--- config.mk ---
export PLATFORM = sky130hd
export DESIGN_NAME = up_down_counter_param_flat
export DESIGN_NICKNAME = d
export VERILOG_FILES = /design/src/rtl/counter_pkg.sv /design/src/rtl/up_down_counter_param_if.sv /design/src/rtl/counter_next_logic.sv /design/src/rtl/up_down_counter_param.sv /design/src/flat_wrapper.sv
export SDC_FILE = /design/constraint.sdc
export NUM_CORES = 1
export LEC_CHECK = 0
export CAP_MARGIN = 20
export CORE_AREA = 2 2 39 41
export CTS_CLUSTER_DIAMETER = 40
export DETAILED_ROUTE_END_ITERATION = 6
export DIE_AREA = 0 0 41 43
export PLACE_DENSITY = 0.73
export SLEW_MARGIN = 30
export SYNTH_ARGS = -nofsm -noshare
export SYNTH_HDL_FRONTEND = slang
export SYNTH_SLANG_ARGS = --single-unit
export TNS_END_PERCENT = 5
--- constraint.sdc ---
create_clock -name clk -period 3.4 [get_ports clk]
set_input_delay 0.85 -clock clk [delete_from_list [all_inputs] [get_ports clk]]
set_output_delay 0.85 -clock clk [all_outputs]
set_load 0.05 [all_outputs]
--- src/rtl/counter_pkg.sv ---
// rtl/counter_pkg.sv - shared constants for the up/down counter family
package counter_pkg;

  localparam int MODE_WRAP = 0;
  localparam int MODE_SAT  = 1;

  typedef enum logic [0:0] {
    DIR_DOWN = 1'b0,
    DIR_UP   = 1'b1
  } dir_e;

endpackage

--- src/rtl/up_down_counter_param_if.sv ---
// rtl/up_down_counter_param_if.sv - control and status bundle for up_down_counter_param
interface up_down_counter_param_if #(
  parameter int WIDTH = 4
);

  logic             en;
  logic             up_dn;
  logic             load;
  logic [WIDTH-1:0] load_val;
  logic [WIDTH-1:0] q;
  logic             tc;
  logic             zero;

  modport master (
    output en, up_dn, load, load_val,
    input  q, tc, zero
  );

  modport slave (
    input  en, up_dn, load, load_val,
    output q, tc, zero
  );

endinterface

--- src/rtl/counter_next_logic.sv ---
// rtl/counter_next_logic.sv - next-count and terminal-count logic
// Range checks run one bit wider than the count so a step never silently overflows.
module counter_next_logic
  import counter_pkg::*;
#(
  parameter int WIDTH    = 4,
  parameter int MAX_VAL  = (2 ** WIDTH) - 1,
  parameter int SATURATE = MODE_WRAP
) (
  input  logic [WIDTH-1:0] q_i,
  input  logic             en_i,
  input  logic             up_dn_i,
  input  logic             load_i,
  input  logic [WIDTH-1:0] load_val_i,
  output logic [WIDTH-1:0] next_o,
  output logic             tc_o
);

  localparam logic [WIDTH-1:0] MAX_W    = WIDTH'(MAX_VAL);
  localparam logic [WIDTH:0]   ONE_X    = {{WIDTH{1'b0}}, 1'b1};
  localparam bit               SAT_MODE = (SATURATE == MODE_SAT);

  logic [WIDTH:0] q_x;
  logic [WIDTH:0] max_x;
  logic [WIDTH:0] ld_x;
  logic [WIDTH:0] inc_x;
  logic [WIDTH:0] dec_x;

  assign q_x   = {1'b0, q_i};
  assign max_x = {1'b0, MAX_W};
  assign ld_x  = {1'b0, load_val_i};
  assign inc_x = q_x + ONE_X;
  assign dec_x = q_x - ONE_X;

  always_comb begin
    next_o = q_i;
    if (load_i) begin
      next_o = (ld_x > max_x) ? MAX_W : load_val_i;
    end else if (en_i) begin
      if (up_dn_i == DIR_UP) begin
        if (inc_x > max_x) next_o = SAT_MODE ? MAX_W : '0;
        else               next_o = inc_x[WIDTH-1:0];
      end else begin
        // Borrow out of the wide subtract means we were already at zero.
        if (dec_x[WIDTH]) next_o = SAT_MODE ? '0 : MAX_W;
        else              next_o = dec_x[WIDTH-1:0];
      end
    end
  end

  assign tc_o = en_i & ~load_i &
                ((up_dn_i & (q_i == MAX_W)) | (~up_dn_i & (q_i == '0)));

endmodule

--- src/rtl/up_down_counter_param.sv ---
// rtl/up_down_counter_param.sv - WIDTH-bit up/down counter with modulus, load and wrap/saturate
module up_down_counter_param
  import counter_pkg::*;
#(
  parameter int WIDTH     = 4,
  parameter int MAX_VAL   = (2 ** WIDTH) - 1,
  parameter int RESET_VAL = 0,
  parameter int SATURATE  = MODE_WRAP
) (
  input logic                    clk,
  input logic                    reset,
  up_down_counter_param_if.slave bus
);

  localparam logic [WIDTH-1:0] RESET_W = WIDTH'(RESET_VAL);

  logic [WIDTH-1:0] q_q;
  logic [WIDTH-1:0] q_d;
  logic             tc;

  counter_next_logic #(
    .WIDTH    (WIDTH),
    .MAX_VAL  (MAX_VAL),
    .SATURATE (SATURATE)
  ) u_next (
    .q_i        (q_q),
    .en_i       (bus.en),
    .up_dn_i    (bus.up_dn),
    .load_i     (bus.load),
    .load_val_i (bus.load_val),
    .next_o     (q_d),
    .tc_o       (tc)
  );

  always_ff @(posedge clk) begin
    if (!reset) q_q <= RESET_W;
    else        q_q <= q_d;
  end

  assign bus.q    = q_q;
  assign bus.tc   = tc;
  assign bus.zero = (q_q == '0);

endmodule

--- src/flat_wrapper.sv ---
// flat-port wrapper written by rule: the top's interface ports become plain ports
module up_down_counter_param_flat import counter_pkg::*;
#(
  parameter int WIDTH     = 4,
  parameter int MAX_VAL   = (2 ** WIDTH) - 1,
  parameter int RESET_VAL = 0,
  parameter int SATURATE  = MODE_WRAP
)
  (clk, reset, bus_en, bus_up_dn, bus_load, bus_load_val, bus_q, bus_tc, bus_zero);
  up_down_counter_param_if #(.WIDTH(WIDTH)) bus_i ();
  input logic clk;
  input logic reset;
  input wire logic [$bits(bus_i.en)-1:0] bus_en;
  input wire logic [$bits(bus_i.up_dn)-1:0] bus_up_dn;
  input wire logic [$bits(bus_i.load)-1:0] bus_load;
  input wire logic [$bits(bus_i.load_val)-1:0] bus_load_val;
  output wire logic [$bits(bus_i.q)-1:0] bus_q;
  output wire logic [$bits(bus_i.tc)-1:0] bus_tc;
  output wire logic [$bits(bus_i.zero)-1:0] bus_zero;
  assign bus_i.en = bus_en;
  assign bus_i.up_dn = bus_up_dn;
  assign bus_i.load = bus_load;
  assign bus_i.load_val = bus_load_val;
  assign bus_q = bus_i.q;
  assign bus_tc = bus_i.tc;
  assign bus_zero = bus_i.zero;
  up_down_counter_param #(.WIDTH(WIDTH), .MAX_VAL(MAX_VAL), .RESET_VAL(RESET_VAL), .SATURATE(SATURATE)) u_core (.clk(clk), .reset(reset), .bus(bus_i));
endmodule
==> metrics.md <==
| Metric | Value |
|---|---|
| Outcome | finished, final reports clean |
| CTS buffer count | 3 |
| CP Class | in2out |
| Post-CTS Resized | 0 |
| Clock Pin Slew Worst Setup and Hold Paths | about 0.030 ns |
| CTS max path bufs | 2 |
| Routability cong. | slightly below 0.8 |
| Ys Warns | 0 |
| # IOs | 15 |
| WL per Instance | between 10 and 15 um |
| Crit path top cell by count | nor2b_1 |
| Max-cap check violation count | 0 |
| Relative slew slack | ~67% |
| Worst r2r path cells | 6 |
| Design Area, Final | roughly 640 sq um |
| Asr flop ratio synth | 0% |
| Detailed Routing Iterations Pass 1 | 4 |
| R2r startpoint | u_core.bus.q[0] |
| Tcrit/Tclk final | between 80% and 90% |
| Final hold viol count | 0 |
| # fillers | approximately 150 |
| Avg Cell Area, Syn | between 8 and 9 sq um |
| Input/output buffers | 14 |
| Critical path cell sequence | clkdlybuf4s50_1 > nor2b_1 > nor2b_1 > buf_12 |
| Clk_lat worst skew | ~0.24 ns |
| Syn Nets | between 60 and 70 |
| Max Used Layer | met4 |
| Reg-to-reg endpoint | u_core.bus.q[0] |
| Area delta synth->final | 38.5% |
| Starting Density | about a third |
| CTS Root Cell | clkbuf_4 |
| Bufs and invs on worst path | 2 |
| Arrival @ worst endpoint | around 2.1 ns |
| Cell with the largest stage delay on the worst path | clkdlybuf4s50_1 |
| Cell family with most CP delay | buffers and inverters |
| Min Tclk post-route | between 2 and 3 ns |
| Setup Viol. Count Final | 0 |
| Crit Path Max Fanout | 7 |
| Placed instance area | 621 sq um |
| Flops & latches, synth | 4 |
| Met3 Routed Length | between 60 and 70 um |
| Max-slew violations | 0 |
| Layout net count | 85 |
| Sinks on Clock Net | 4 |
| GR Util All Layers | 17.1% |
| Min-Delay Startpoint | u_core.bus.q[0] |
| Number of flip-flops under the largest register name | 4 |
| # diodes | 0 |
| Number of global-route vias before repair | about 470 |
| Row count | 14 |
| Startpoint Class | input pin |
| Endpoint class of the critical path | output port |
| Mapped cell area | about 460 sq um |
| Final WL | about 1200 um |
| Layout cells sized above 1 | between 10% and 20% |
| Antenna violations before repair | 0 |
| Setup TNS | 0 ns |
| Detail Placement HPWL | ~880 um |
| Largest net degree at the start of global routing | 14 |
| Drt drc | 0 |
| Die Y-Extent | 43 um |
| CTS hold repair buffers | 0 |
| Pleak | approximately 0.28 nW |
| Pwr dens | 342 nW/um^2 |
| Post-CTS setup buffers | 0 |
| Least-Margin Pin Slew | around 0.5 ns |
| Hold Path Class | reg2reg |
| Req. time, crit path | about 2.6 ns |
| Clock tree from TritonCTS | yes |
| Max Clock Skew | between 0.004 and 0.005 ns |
| Worst stage delay on the critical path | ~0.57 ns |
| Die ar. | ~1800 sq um |
| Die width | 41 um |
| Core Util, Final | a little under half |
| R2r setup slk | approximately 1.5 ns |
| Post-synth EDFFs | 0 |
| Via-per-instance ratio | between 5 and 6 |
| Fmax | between 300 and 400 MHz |
| Post-Syn Instances | between 50 and 60 |
| Met1 WL | between 500 and 600 um |
| Core area | around 1400 sq um |
| Via Count | about 480 |
| Wire length on met2 | about 530 um |
| Global-route wire length before repair | 2050 um |
| H-Tree Depth | 1 |
| ANT nets after route | 0 |
| Initial DRC count | 9 |
| Hold path cells | 2 |
| Top_reg_cell synth | dfxtp_1 |
| Unrepaired setup endpoints after global routing | no |
| Post-synthesis sequential area ratio | 17.3% |
| Synth cell types | 36 |
| VDD IR max | ~0.25 mV |
| Global route overflow | 0 |
| WHS Endpoint | u_core.bus.q[0] |
[cell usage in the layout (no fill, tap or decap), drive strengths merged, types with 2 or more instances in the layout]
master and instances:
clkdlybuf4s50 13, inv 5, ha 4, dfxtp 4, a31oi 3, clkbuf 3
nor2b 3, o21ai 3, mux2i 2, nand2 2, nand3 2, nand2b 2
nor3 2, buf 2
[through the flow]
stage	setup slack (ns)	std cells	power [W]	hold slack [ns]
finish	0.480	86	0.000220	0.716
CTS	0.481	86	0.000223	0.723
global route	0.396	86	0.000237	0.749
detailed placement	0.481	83	0.000161	0.713
floorplan	0.377	55	0.000128	0.861
global placement	0.497	83	0.000158	0.719
[power by group]
group	switching [W]	total [W]	internal (W)	leakage, nW
sequential	0.0000118	0.0000633	0.0000515	0.0333
clock	0.0000202	0.0000597	0.0000395	0.0138
combinational	0.0000528	0.0000969	0.0000441	0.232
[layout make-up]
type	instances	area [sq um]	share of cell area [%]
Clock buffer	3	22.5	3.50
Inverter	5	18.8	2.92
Tap cell	16	20.0	3.11
Sequential cell	4	80.1	12.5
Multi-Input combinational cell	43	344	53.5
Timing Repair Buffer	15	158	24.5
[Yosys cell counts (2+ instances only)]
library cell,count,share of area [%]
a31oi_1,3,4.0
buf_2,2,2.2
dfxtp_1,4,17
ha_1,4,11
inv_1,5,4.0
mux2i_1,2,4.3
nand2_1,2,1.6
nand2b_1,2,2.7
nand3_1,2,2.2
nor2b_1,2,2.7
o21ai_0,2,2.2
[tightest hold or removal path, delay by kind of cell (launching register included)]
kind / cells / cell delay, ns
flip-flops: 1 / 0.39
multiplexers: 1 / 0.17
AO/OA/AOI/OAI: 1 / 0.12
[kinds of logic after synthesis]
group,Yosys count,share of synthesized area (%)
buf+inv,8,8.63
xor+xnor,1,1.89
simple gates,16,21.8
flops,4,17.3
fa+ha+maj,5,13.2
mux,2,4.31
compound gates,19,32.9
[worst max-delay path by stage]
stage                        end       startpoint  depth (start not counted)  slack (ns)
after global placement    bus_tc           bus_en                          4        0.50
after CTS                 bus_tc           bus_en                          4        0.48
after global routing      bus_tc           bus_en                          4        0.40
after detailed placement  bus_tc           bus_en                          4        0.48
after floorplan           bus_tc  u_core.bus.q[0]                          5        0.38
final                     bus_tc           bus_en                          4        0.48
[per-layer routing]
| metal | vias to the layer above | global-route usage [%] |
|---|---|---|
| li1 | 237 | - |
| met1 | 224 | 23.7 |
| met2 | 13 | 23.4 |
| met3 | 2 | 7.85 |
| met4 | 0 | 4.00 |
| met5 | - | 0 |
Power figures use the tool's default switching activity.
